--- src/rtl/branch_target_buffer_sa.sv ---
// ---------------------------------------------------------------------------
// branch_target_buffer_sa
//
// Set-associative branch target buffer for the fetch stage. The lookup is
// purely combinational on the fetch PC. The execute stage writes updates on
// the rising clock edge.
//
// Each entry holds:
//   - a valid bit
//   - a tag
//   - a target address
//   - a 2-bit saturating direction counter
//
// Each set also holds replacement state:
//   - WAYS=2: one LRU bit naming the victim way
//   - WAYS=4: 3-bit tree pseudo-LRU
//   - WAYS=1: replacement state is kept but never consulted
//
// Ports
//   clk            clock; all state changes on the rising edge
//   rst            synchronous reset, active-high
//   pc             fetch PC used for the lookup
//   hit            a valid entry with a matching tag exists in pc's set
//   predict_taken  hit AND msb of the hitting way's counter
//   target_addr    stored target of the hitting way, 0 on miss
//   upd_valid      execute stage resolved a branch/jump this cycle
//   upd_pc         PC of the resolved branch
//   upd_target     resolved target address
//   upd_taken      resolved direction
//   stall          pipeline stall; suppresses the update
//   flush          invalidate every entry
// ---------------------------------------------------------------------------
module branch_target_buffer_sa #(
    parameter int         DATA_WIDTH = 32,
    parameter int         INDEX_BITS = 3,
    parameter int         WAYS       = 2,
    parameter logic [1:0] CNT_INIT   = 2'b10
) (
    input  logic                  clk,
    input  logic                  rst,
    input  logic [DATA_WIDTH-1:0] pc,
    output logic                  hit,
    output logic                  predict_taken,
    output logic [DATA_WIDTH-1:0] target_addr,
    input  logic                  upd_valid,
    input  logic [DATA_WIDTH-1:0] upd_pc,
    input  logic [DATA_WIDTH-1:0] upd_target,
    input  logic                  upd_taken,
    input  logic                  stall,
    input  logic                  flush
);

    localparam int SETS      = 1 << INDEX_BITS;
    localparam int TAG_BITS  = DATA_WIDTH - INDEX_BITS - 2;
    localparam int WAY_BITS  = (WAYS > 1) ? $clog2(WAYS) : 1;
    localparam int REPL_BITS = (WAYS == 4) ? 3 : 1;

    // Any associativity other than 1, 2 or 4 is rejected at elaboration time.
    generate
        if (!(WAYS == 1 || WAYS == 2 || WAYS == 4)) begin : g_bad_ways
            btb_illegal_ways_parameter u_illegal_ways ();
        end
    endgenerate

    // ------------------------------------------------------------------
    // Storage
    // ------------------------------------------------------------------
    logic                  valid_reg  [SETS][WAYS];
    logic [TAG_BITS-1:0]   tag_reg    [SETS][WAYS];
    logic [DATA_WIDTH-1:0] target_reg [SETS][WAYS];
    logic [1:0]            cnt_reg    [SETS][WAYS];
    logic [REPL_BITS-1:0]  repl_reg   [SETS];

    // ------------------------------------------------------------------
    // Address split. Bits [1:0] never take part in indexing or tagging.
    // ------------------------------------------------------------------
    logic [INDEX_BITS-1:0] lk_idx;
    logic [TAG_BITS-1:0]   lk_tag;
    logic [INDEX_BITS-1:0] up_idx;
    logic [TAG_BITS-1:0]   up_tag;
    logic                  unused_low_bits;

    assign lk_idx          = pc[INDEX_BITS+1:2];
    assign lk_tag          = pc[DATA_WIDTH-1:INDEX_BITS+2];
    assign up_idx          = upd_pc[INDEX_BITS+1:2];
    assign up_tag          = upd_pc[DATA_WIDTH-1:INDEX_BITS+2];
    assign unused_low_bits = ^{pc[1:0], upd_pc[1:0]};

    // ------------------------------------------------------------------
    // Per-way tag compare for both the lookup port and the update port
    // ------------------------------------------------------------------
    logic [WAYS-1:0] lk_match;
    logic [WAYS-1:0] up_match;
    logic [WAYS-1:0] up_invalid;

    generate
        for (genvar gi = 0; gi < WAYS; gi++) begin : g_way_cmp
            assign lk_match[gi]   = valid_reg[lk_idx][gi] && (tag_reg[lk_idx][gi] == lk_tag);
            assign up_match[gi]   = valid_reg[up_idx][gi] && (tag_reg[up_idx][gi] == up_tag);
            assign up_invalid[gi] = !valid_reg[up_idx][gi];
        end
    endgenerate

    // ------------------------------------------------------------------
    // Lookup. Allocation only happens on a miss, so at most one way can
    // match. The loop still resolves to the lowest matching way, which
    // keeps the mux well defined.
    // ------------------------------------------------------------------
    logic                lk_hit;
    logic [WAY_BITS-1:0] lk_way;

    always_comb begin
        lk_hit = 1'b0;
        lk_way = '0;
        for (int w = WAYS - 1; w >= 0; w--) begin
            if (lk_match[w]) begin
                lk_hit = 1'b1;
                lk_way = WAY_BITS'(w);
            end
        end
    end

    assign hit           = lk_hit;
    assign predict_taken = lk_hit && cnt_reg[lk_idx][lk_way][1];
    assign target_addr   = lk_hit ? target_reg[lk_idx][lk_way] : '0;

    // ------------------------------------------------------------------
    // Update-side way selection
    // ------------------------------------------------------------------
    logic                 up_hit;
    logic [WAY_BITS-1:0]  up_hit_way;
    logic                 up_has_free;
    logic [WAY_BITS-1:0]  up_free_way;
    logic [WAY_BITS-1:0]  victim_way;
    logic [WAY_BITS-1:0]  access_way;
    logic [REPL_BITS-1:0] repl_cur;
    logic [REPL_BITS-1:0] repl_next;

    always_comb begin
        up_hit      = 1'b0;
        up_hit_way  = '0;
        up_has_free = 1'b0;
        up_free_way = '0;
        for (int w = WAYS - 1; w >= 0; w--) begin
            if (up_match[w]) begin
                up_hit     = 1'b1;
                up_hit_way = WAY_BITS'(w);
            end
            if (up_invalid[w]) begin
                up_has_free = 1'b1;
                up_free_way = WAY_BITS'(w);
            end
        end
    end

    // The accessed way is the hitting way on a hit. On an allocation it is
    // the lowest free way, falling back to the replacement victim.
    assign access_way = up_hit      ? up_hit_way  :
                        up_has_free ? up_free_way : victim_way;
    assign repl_cur   = repl_reg[up_idx];

    generate
        if (WAYS == 4) begin : g_plru4
            // Node bits:
            //   [0] root: 0 = victim in ways 0/1, 1 = victim in ways 2/3
            //   [1] left pair: names the victim within ways 0/1
            //   [2] right pair: names the victim within ways 2/3
            // An access points every node on its path away from the
            // accessed way.
            always_comb begin
                victim_way   = repl_cur[0] ? {1'b1, repl_cur[2]} : {1'b0, repl_cur[1]};
                repl_next    = repl_cur;
                repl_next[0] = ~access_way[1];
                if (!access_way[1]) begin
                    repl_next[1] = ~access_way[0];
                end else begin
                    repl_next[2] = ~access_way[0];
                end
            end
        end else if (WAYS == 2) begin : g_lru2
            assign victim_way = repl_cur;
            assign repl_next  = ~access_way;
        end else begin : g_direct
            logic unused_repl;
            assign victim_way  = '0;
            assign repl_next   = '0;
            assign unused_repl = ^repl_cur;
        end
    endgenerate

    function automatic logic [1:0] sat_inc(input logic [1:0] c);
        return (c == 2'b11) ? c : c + 2'b01;
    endfunction

    function automatic logic [1:0] sat_dec(input logic [1:0] c);
        return (c == 2'b00) ? c : c - 2'b01;
    endfunction

    // ------------------------------------------------------------------
    // State update. Reset beats flush, and flush beats a pending update.
    // Tag, target and counter are left untouched on flush. The valid
    // bits alone hide them.
    // ------------------------------------------------------------------
    always_ff @(posedge clk) begin
        if (rst) begin
            for (int s = 0; s < SETS; s++) begin
                for (int w = 0; w < WAYS; w++) begin
                    valid_reg[s][w] <= 1'b0;
                    cnt_reg[s][w]   <= 2'b01;
                end
                repl_reg[s] <= '0;
            end
        end else if (flush) begin
            for (int s = 0; s < SETS; s++) begin
                for (int w = 0; w < WAYS; w++) begin
                    valid_reg[s][w] <= 1'b0;
                end
                repl_reg[s] <= '0;
            end
        end else if (upd_valid && !stall) begin
            if (up_hit) begin
                if (upd_taken) begin
                    target_reg[up_idx][access_way] <= upd_target;
                    cnt_reg[up_idx][access_way]    <= sat_inc(cnt_reg[up_idx][access_way]);
                end else begin
                    cnt_reg[up_idx][access_way] <= sat_dec(cnt_reg[up_idx][access_way]);
                end
                repl_reg[up_idx] <= repl_next;
            end else if (upd_taken) begin
                valid_reg[up_idx][access_way]  <= 1'b1;
                tag_reg[up_idx][access_way]    <= up_tag;
                target_reg[up_idx][access_way] <= upd_target;
                cnt_reg[up_idx][access_way]    <= CNT_INIT;
                repl_reg[up_idx]               <= repl_next;
            end
        end
    end

endmodule

--- config.mk ---
export PLATFORM = sky130hd
export DESIGN_NAME = branch_target_buffer_sa
export DESIGN_NICKNAME = d
export VERILOG_FILES = /design/src/rtl/branch_target_buffer_sa.sv
export SDC_FILE = /design/constraint.sdc
export NUM_CORES = 1
export LEC_CHECK = 0
export BUFFER_PORTS_ARGS = -buffer_cell sky130_fd_sc_hd__buf_2
export CAP_MARGIN = 15
export CORE_MARGIN = 2
export CORE_UTILIZATION = 35
export DETAILED_ROUTE_END_ITERATION = 10
export HOLD_SLACK_MARGIN = 0.12
export MAX_ROUTING_LAYER = met4
export PLACE_DENSITY_LB_ADDON = 0.2
export SETUP_SLACK_MARGIN = 0.1
export SYNTH_ARGS = -nofsm -noshare
export SYNTH_HDL_FRONTEND = slang
export SYNTH_SLANG_ARGS = --single-unit
--- constraint.sdc ---
create_clock -name clk -period 4.9 [get_ports clk]
set_input_delay 0.49 -clock clk [delete_from_list [all_inputs] [get_ports clk]]
set_output_delay 0.49 -clock clk [all_outputs]
set_load 0.01 [all_outputs]
# After elaboration in Yosys (flattened, before gate mapping)
# Memory sizes are Yosys's and may differ from the RTL's.
# Index checks and enable logic that the tools add are counted.
[totals]
regBits = 0
latchBits = 0
mem_bits_rw = 1000
romBits = 0
out_inout_bits = 34
wordCells = 296
n_memories = 5
[memory_table]
columns = ["memory", "depth", "word_bits", "read_ports", "rd_ports_with_merged_regs", "wr", "line", "source"]
rows = [
  ["target_reg", 8, 64, 1, 0, 1, "70", "logic [DATA_WIDTH-1:0] target_reg [SETS][WAYS];"],
  ["tag_reg", 8, 54, 2, 0, 1, "69", "logic [TAG_BITS-1:0] tag_reg [SETS][WAYS];"],
  ["cnt_reg", 8, 4, 2, 0, 8, "71", "logic [1:0] cnt_reg [SETS][WAYS];"],
  ["valid_reg", 8, 2, 2, 0, 8, "68", "logic valid_reg [SETS][WAYS];"],
  ["repl_reg", 8, 1, 1, 0, 8, "72", "logic [REPL_BITS-1:0] repl_reg [SETS];"],
]
[op_classes]
addsub = 2
multipliers = 0
div = 0
order_cmp = 3
eq_ne = 5
shift = 0
n_mux = 169
n_bitwise = 100
n_reduce_logical = 12
[ops]
columns = ["operator", "n"]
rows = [
  ["32-bit 2-to-1 mux", 5],
  ["1-bit 2-to-1 mux", 136],
  ["64-bit 2-to-1 mux", 2],
  ["27-bit == test", 4],
  ["1-bit OR", 97],
  ["54-bit 2-to-1 mux", 1],
  ["32-bit demux with 1-bit select", 1],
  ["27-bit demux with 1-bit select", 1],
  ["27-bit 2-to-1 mux", 1],
  ["2-bit 2-to-1 mux", 12],
  ["4-bit 2-to-1 mux", 5],
  ["3-bit 2-to-1 mux", 3],
  ["1-bit logical AND", 7],
  ["2-bit >= comparator, second input constant", 2],
  ["1-bit inverter with 2-bit output", 2],
  ["4-bit OR reduction", 1],
  ["2-bit by 1-bit adder with 2-bit output, second input constant", 1],
  ["2-bit demux with 1-bit select", 1],
  ["2-bit == test, second input constant", 1],
  ["2-bit zero test", 1],
  ["2-bit by 1-bit < comparator with 1-bit output, second input constant", 1],
  ["2-bit OR reduction", 1],
  ["2-bit by 1-bit subtractor with 2-bit output, second input constant", 1],
  ["1-bit demux with 1-bit select", 1],
  ["3 further kinds", 3],
]

# Depth between registers and ports, before layout
# An unclocked memory read counts as a cell.
[logic_depth]
word_depth = 16
depth_mapped = 15
mapped_depth_nobuf = 9

# Worst setup path after synthesis
# OpenSTA, ideal clock, no wires.
[synth_path]
path_kind = "input -> register"
from = "input upd_pc[4]"
to = "memory target_reg[4][32] in the netlist's numbering (enable)"
arrival_time_ps = 4283
required_ps = 4479
slack_ps = 196
cell_stages = 13
cell_sequence = "buf_6 buf_4 buf_2 or3b_2 a2bb2oi_1 o221ai_1 nor3_1 o21ai_0 o31ai_4 o21a_2 or2_2 buf_2 nor2_1"
[synth_between]
elab_chain_cells = 13
word_cells_on_any_way = 32
[synth_lines]
columns = ["item", "line", "source"]
rows = [
  ["from (decl)", "46", "input logic [DATA_WIDTH-1:0] upd_pc,"],
  ["memory 8 x 54 bit", "-", ""],
  ["27-bit == test", "99", "assign up_match[gi] = valid_reg[up_idx][gi] && (tag_reg[up_idx][gi] == up_tag);"],
  ["1-bit logical AND", "99", ""],
  ["1-bit 2-to-1 mux (2 in a row)", "145", "if (up_match[w]) begin"],
  ["1-bit 2-to-1 mux", "158", "assign access_way = up_hit ? up_hit_way :"],
  ["1-bit inverter with 2-bit output (implied by the code)", "223, 232", ""],
  ["2-bit >= comparator (implied by the code) or 2-bit by 1-bit < comparator with 1-bit output (tied branches)", "223, 232", ""],
  ["1-bit logical AND (implied by the code)", "223, 232", ""],
  ["32-bit 2-to-1 mux (implied by the code)", "223, 232", ""],
  ["32-bit demux with 1-bit select", "223, 232", ""],
  ["64-bit 2-to-1 mux (on tied branches)", "223, 232", ""],
  ["1-bit OR (no line)", "-", ""],
  ["to (decl)", "70", ""],
]
# Several ways; a longest one is shown, not always the timed one.

==> run summary <==
The flow ran to the end, but the final reports show violations. The final reports fail on DRC. The maximum number of pins on one net before global-route repair is 91. The horizontal die dimension is 357 um.

The number of pins exceeding their max-slew limit in the final report is 0. The initial core utilization came out at 35.3%. The most used flip-flop cell after synthesis is sky130_fd_sc_hd__edfxtp_1. The cell type with the largest total area after synthesis is sky130_fd_sc_hd__edfxtp_1. Broken down by cell family, the worst path's largest delay share belongs to simple AND/OR/NAND/NOR gates. The portion of the clock cycle consumed by the worst path in the final layout is 94.3%. The signal arrival time at the worst endpoint came out at 4.13 ns. The fraction of final layout cells with drive strength greater than 1 came out at 35.6%. Wires add up to 122 mm. The number of detailed-route iterations in the first pass is 10. In the post-synthesis netlist, the biggest area contributors are sky130_fd_sc_hd__edfxtp_1, sky130_fd_sc_hd__mux4_2, sky130_fd_sc_hd__mux2i_1. The deepest clock path buffer count came out at 3.

Traced cell by cell, the critical path runs through mux4_2, mux2i_1, xor2_1, buf_4, nand4_1, nor4_1, nand3_1, nor2_4, buf_12, buf_12, mux2_2, buf_2. The number of flip-flops under the largest register name came out at 512. The remaining global-route overflow is 0. The number of distinct library cell variants in the gate-level netlist after synthesis is 70. The number of vias per cell after detailed routing is 5.47. The shortest clock period the worst path allows after layout is 4.62 ns. By count the netlist is led by sky130_fd_sc_hd__edfxtp_1, sky130_fd_sc_hd__mux4_2, sky130_fd_sc_hd__mux2i_1.

The total setup violations reported at the end of the flow came out at 0. The path class of the tightest hold or removal check is input pin to flop. The critical path in this run is classified as flop to primary output.

The synthesized design contains 984 enable-type register cells. After floorplanning, the core was sized to cover 124000 um^2. The final total negative setup slack came out at 0 ns. The critical path launch point type is a flop. Buffers added to address setup during post-CTS repair amount to 0. Across the VDD grid, the largest voltage drop is 0.338 mV. The flop and latch count out of synthesis came out at 1000. The fraction of synthesized cell area taken by the top area cell type is 67.7%. The most prevalent standard cell on the critical path is sky130_fd_sc_hd__buf_12. The clock transition at the register clock pins on the worst setup and hold paths after CTS came out at 0.06 ns. The analysis attributes to cell leakage a power of 17.0 nW. The wire length of the first global-routing pass came out at 177 mm. STA classifies the critical path endpoint as a primary output. The placed instances occupy a cell area of 48000 um^2. The number of hold violations in the final report was 0. The area of the die came out at 128000 um^2. The number of clock sinks came out at 1000. The Yosys step of the flow raised 0 warnings. The clock latency reported for the late side of the worst-skew pair is 0.77 ns. The netlist area before placement came out at 43700 um^2.

The row count is 129. After synthesis, the share of flip-flops with an asynchronous set or reset is 0%. The number of nets in the synthesized netlist is 2317. The DRC marker count from the first detailed-route iteration came out at 2207. In this run the count of I/O pins placed on the die edge is 136. The CTS buffer count is 109. The H-tree generated during clock tree synthesis spans 3 levels. The share of the yosys chip area belonging to registers came out at 68.4%. Along the worst path, the maximum fanout reaches 13. The die extent in y came out at 357 um. The largest individual stage delay along the critical path comes from the cell sky130_fd_sc_hd__mux4_2.

The synthesized instance count came out at 2215. The clock tree from TritonCTS is yes. The highest attainable clock frequency is 216 MHz. For the final database, setup skew stands at 0.0488 ns.

The area added between synthesis and finish is 19.4%. The total power divided by cell area came out at 366 nW/um^2. The headroom to the max-slew limit is 31.7%.

At the pin with the least slew margin, the transition time is 1.03 ns. The routed length per placed instance came out at 28.4 um. The clock tree root buffer cell is sky130_fd_sc_hd__clkbuf_16.

The delay of the slowest critical-path stage is 0.48 ns. The number of antenna violations at the first check in global routing is 9. The detailed router placed 23446 vias in this run. The remaining antenna violation count is 0. The weighted congestion reported at the end of routability-driven placement is 0.858. The most frequently used cell type in the post-synthesis netlist is sky130_fd_sc_hd__edfxtp_1. The final net count is 2647. The buffering stage count on the worst path with inverters included came out at 4. The global-route usage over all layers is 19.8%. The cell area after layout is 52100 um^2. After detailed routing, the number of remaining DRC violations is 18.

Data on the critical path is required at its endpoint by 4.41 ns. The number of global-route vias before repair is 24622. A synthesized cell averages 19.7 um^2. During placement, the flow inserted port buffers numbering 131. Setup repair after global routing left no endpoint under its margin.

The number of max-cap violations is 0. The wire-length estimate of the detail-placed layout is 75.6 mm.
[metal layers]
| layer | part of all wire (%) | track usage [%] | vias to the layer above |
|---|---|---|---|
| met5 | 0 | - | - |
| met4 | 2.1 | 4.97 | 0 |
| met3 | 5.8 | 3.45 | 157 |
| met2 | 50 | 32.1 | 706 |
| met1 | 43 | 26.0 | 12595 |
| li1 | - | - | 9988 |
[cell type report]
class	instances	area, um^2
Antenna cell	11	27.5
Clock buffer	123	2780
Clock inverter	84	912
Fill cell	10771	71700
Inverter	4	15.0
Multi-Input combinational cell	1072	13300
Sequential cell	1000	29900
Tap cell	1637	2050
Timing Repair Buffer	358	3170
[layout by cell type, fill, tap and decap left out, types with 25 or more instances in the layout]
cell type                       instances
sky130_fd_sc_hd__edfxtp_1             984
sky130_fd_sc_hd__mux4_2               316
sky130_fd_sc_hd__mux2i_1              158
sky130_fd_sc_hd__buf_4                130
sky130_fd_sc_hd__buf_2                125
sky130_fd_sc_hd__clkbuf_16            109
sky130_fd_sc_hd__mux2_2                88
sky130_fd_sc_hd__xnor2_1               80
sky130_fd_sc_hd__nor2_1                58
sky130_fd_sc_hd__buf_12                52
sky130_fd_sc_hd__dlygate4sd3_1         46
sky130_fd_sc_hd__nand2_1               35
sky130_fd_sc_hd__clkinv_2              35
sky130_fd_sc_hd__nor2_4                33
sky130_fd_sc_hd__o21ai_0               25
[worst register-to-register path, cell delays in order (launching register included)]
cell                       delay [ns]
sky130_fd_sc_hd__edfxtp_1        0.39
sky130_fd_sc_hd__mux4_2          0.47
sky130_fd_sc_hd__mux2i_1         0.18
sky130_fd_sc_hd__xnor2_1         0.20
sky130_fd_sc_hd__nor4_1          0.64
sky130_fd_sc_hd__nand4_1         0.33
sky130_fd_sc_hd__o31ai_4         0.27
sky130_fd_sc_hd__o21a_2          0.22
sky130_fd_sc_hd__nand3_1         0.19
sky130_fd_sc_hd__buf_12          0.22
sky130_fd_sc_hd__nor2_4          0.15
sky130_fd_sc_hd__buf_12          0.23
[logic make-up after synthesis]
kind of cell / share of synthesized area (%)
XOR/XNOR: 2.05
AO/OA/AOI/OAI: 2.74
multiplexers: 22.3
adder cells (fa/ha/maj): 0.0459
AND/OR/NAND/NOR: 2.81
flip-flops: 68.4
buffers and inverters: 1.68
[timing repair]
| item | in CTS | in global routing |
|---|---|---|
| resized for setup | 0 | 1 |
| setup endpoints to repair | 0 | 1 |
| hold endpoints to repair | 679 | 0 |
| hold buffers | 46 | 0 |
[stage by stage]
stage	worst slack (ns)	power [mW]	hold slack, ns	cells	util [%]
floorplan	0.196	10.4	0.436	2215	-
global placement	0.165	10.9	0.452	4025	38.7
detailed placement	0.0835	10.9	0.467	4025	38.7
CTS	0.166	19.3	0.121	4278	42.1
global route	0.120	19.7	0.154	4286	42.1
finish	0.279	19.1	0.179	4289	42.1
[final timing paths]
kind | startpoint | endpoint | slack [ns] | cells past startpoint
max | tag_reg[7][28] | target_addr[18] | 0.28 | 12
min reg2reg | valid_reg[6][0] | valid_reg[6][0] | 0.48 | 1
min | upd_pc[17] | tag_reg[0][12] | 0.18 | 1
max reg2reg | tag_reg[1][20] | target_reg[0][0] | 1.05 | 11
[report_power, final]
group | switching, mW | internal, mW
combinational | 0.744 | 0.553
clock | 3.54 | 4.81
sequential | 0.00911 | 9.41
Note: power is estimated with default switching activity, not from simulation.
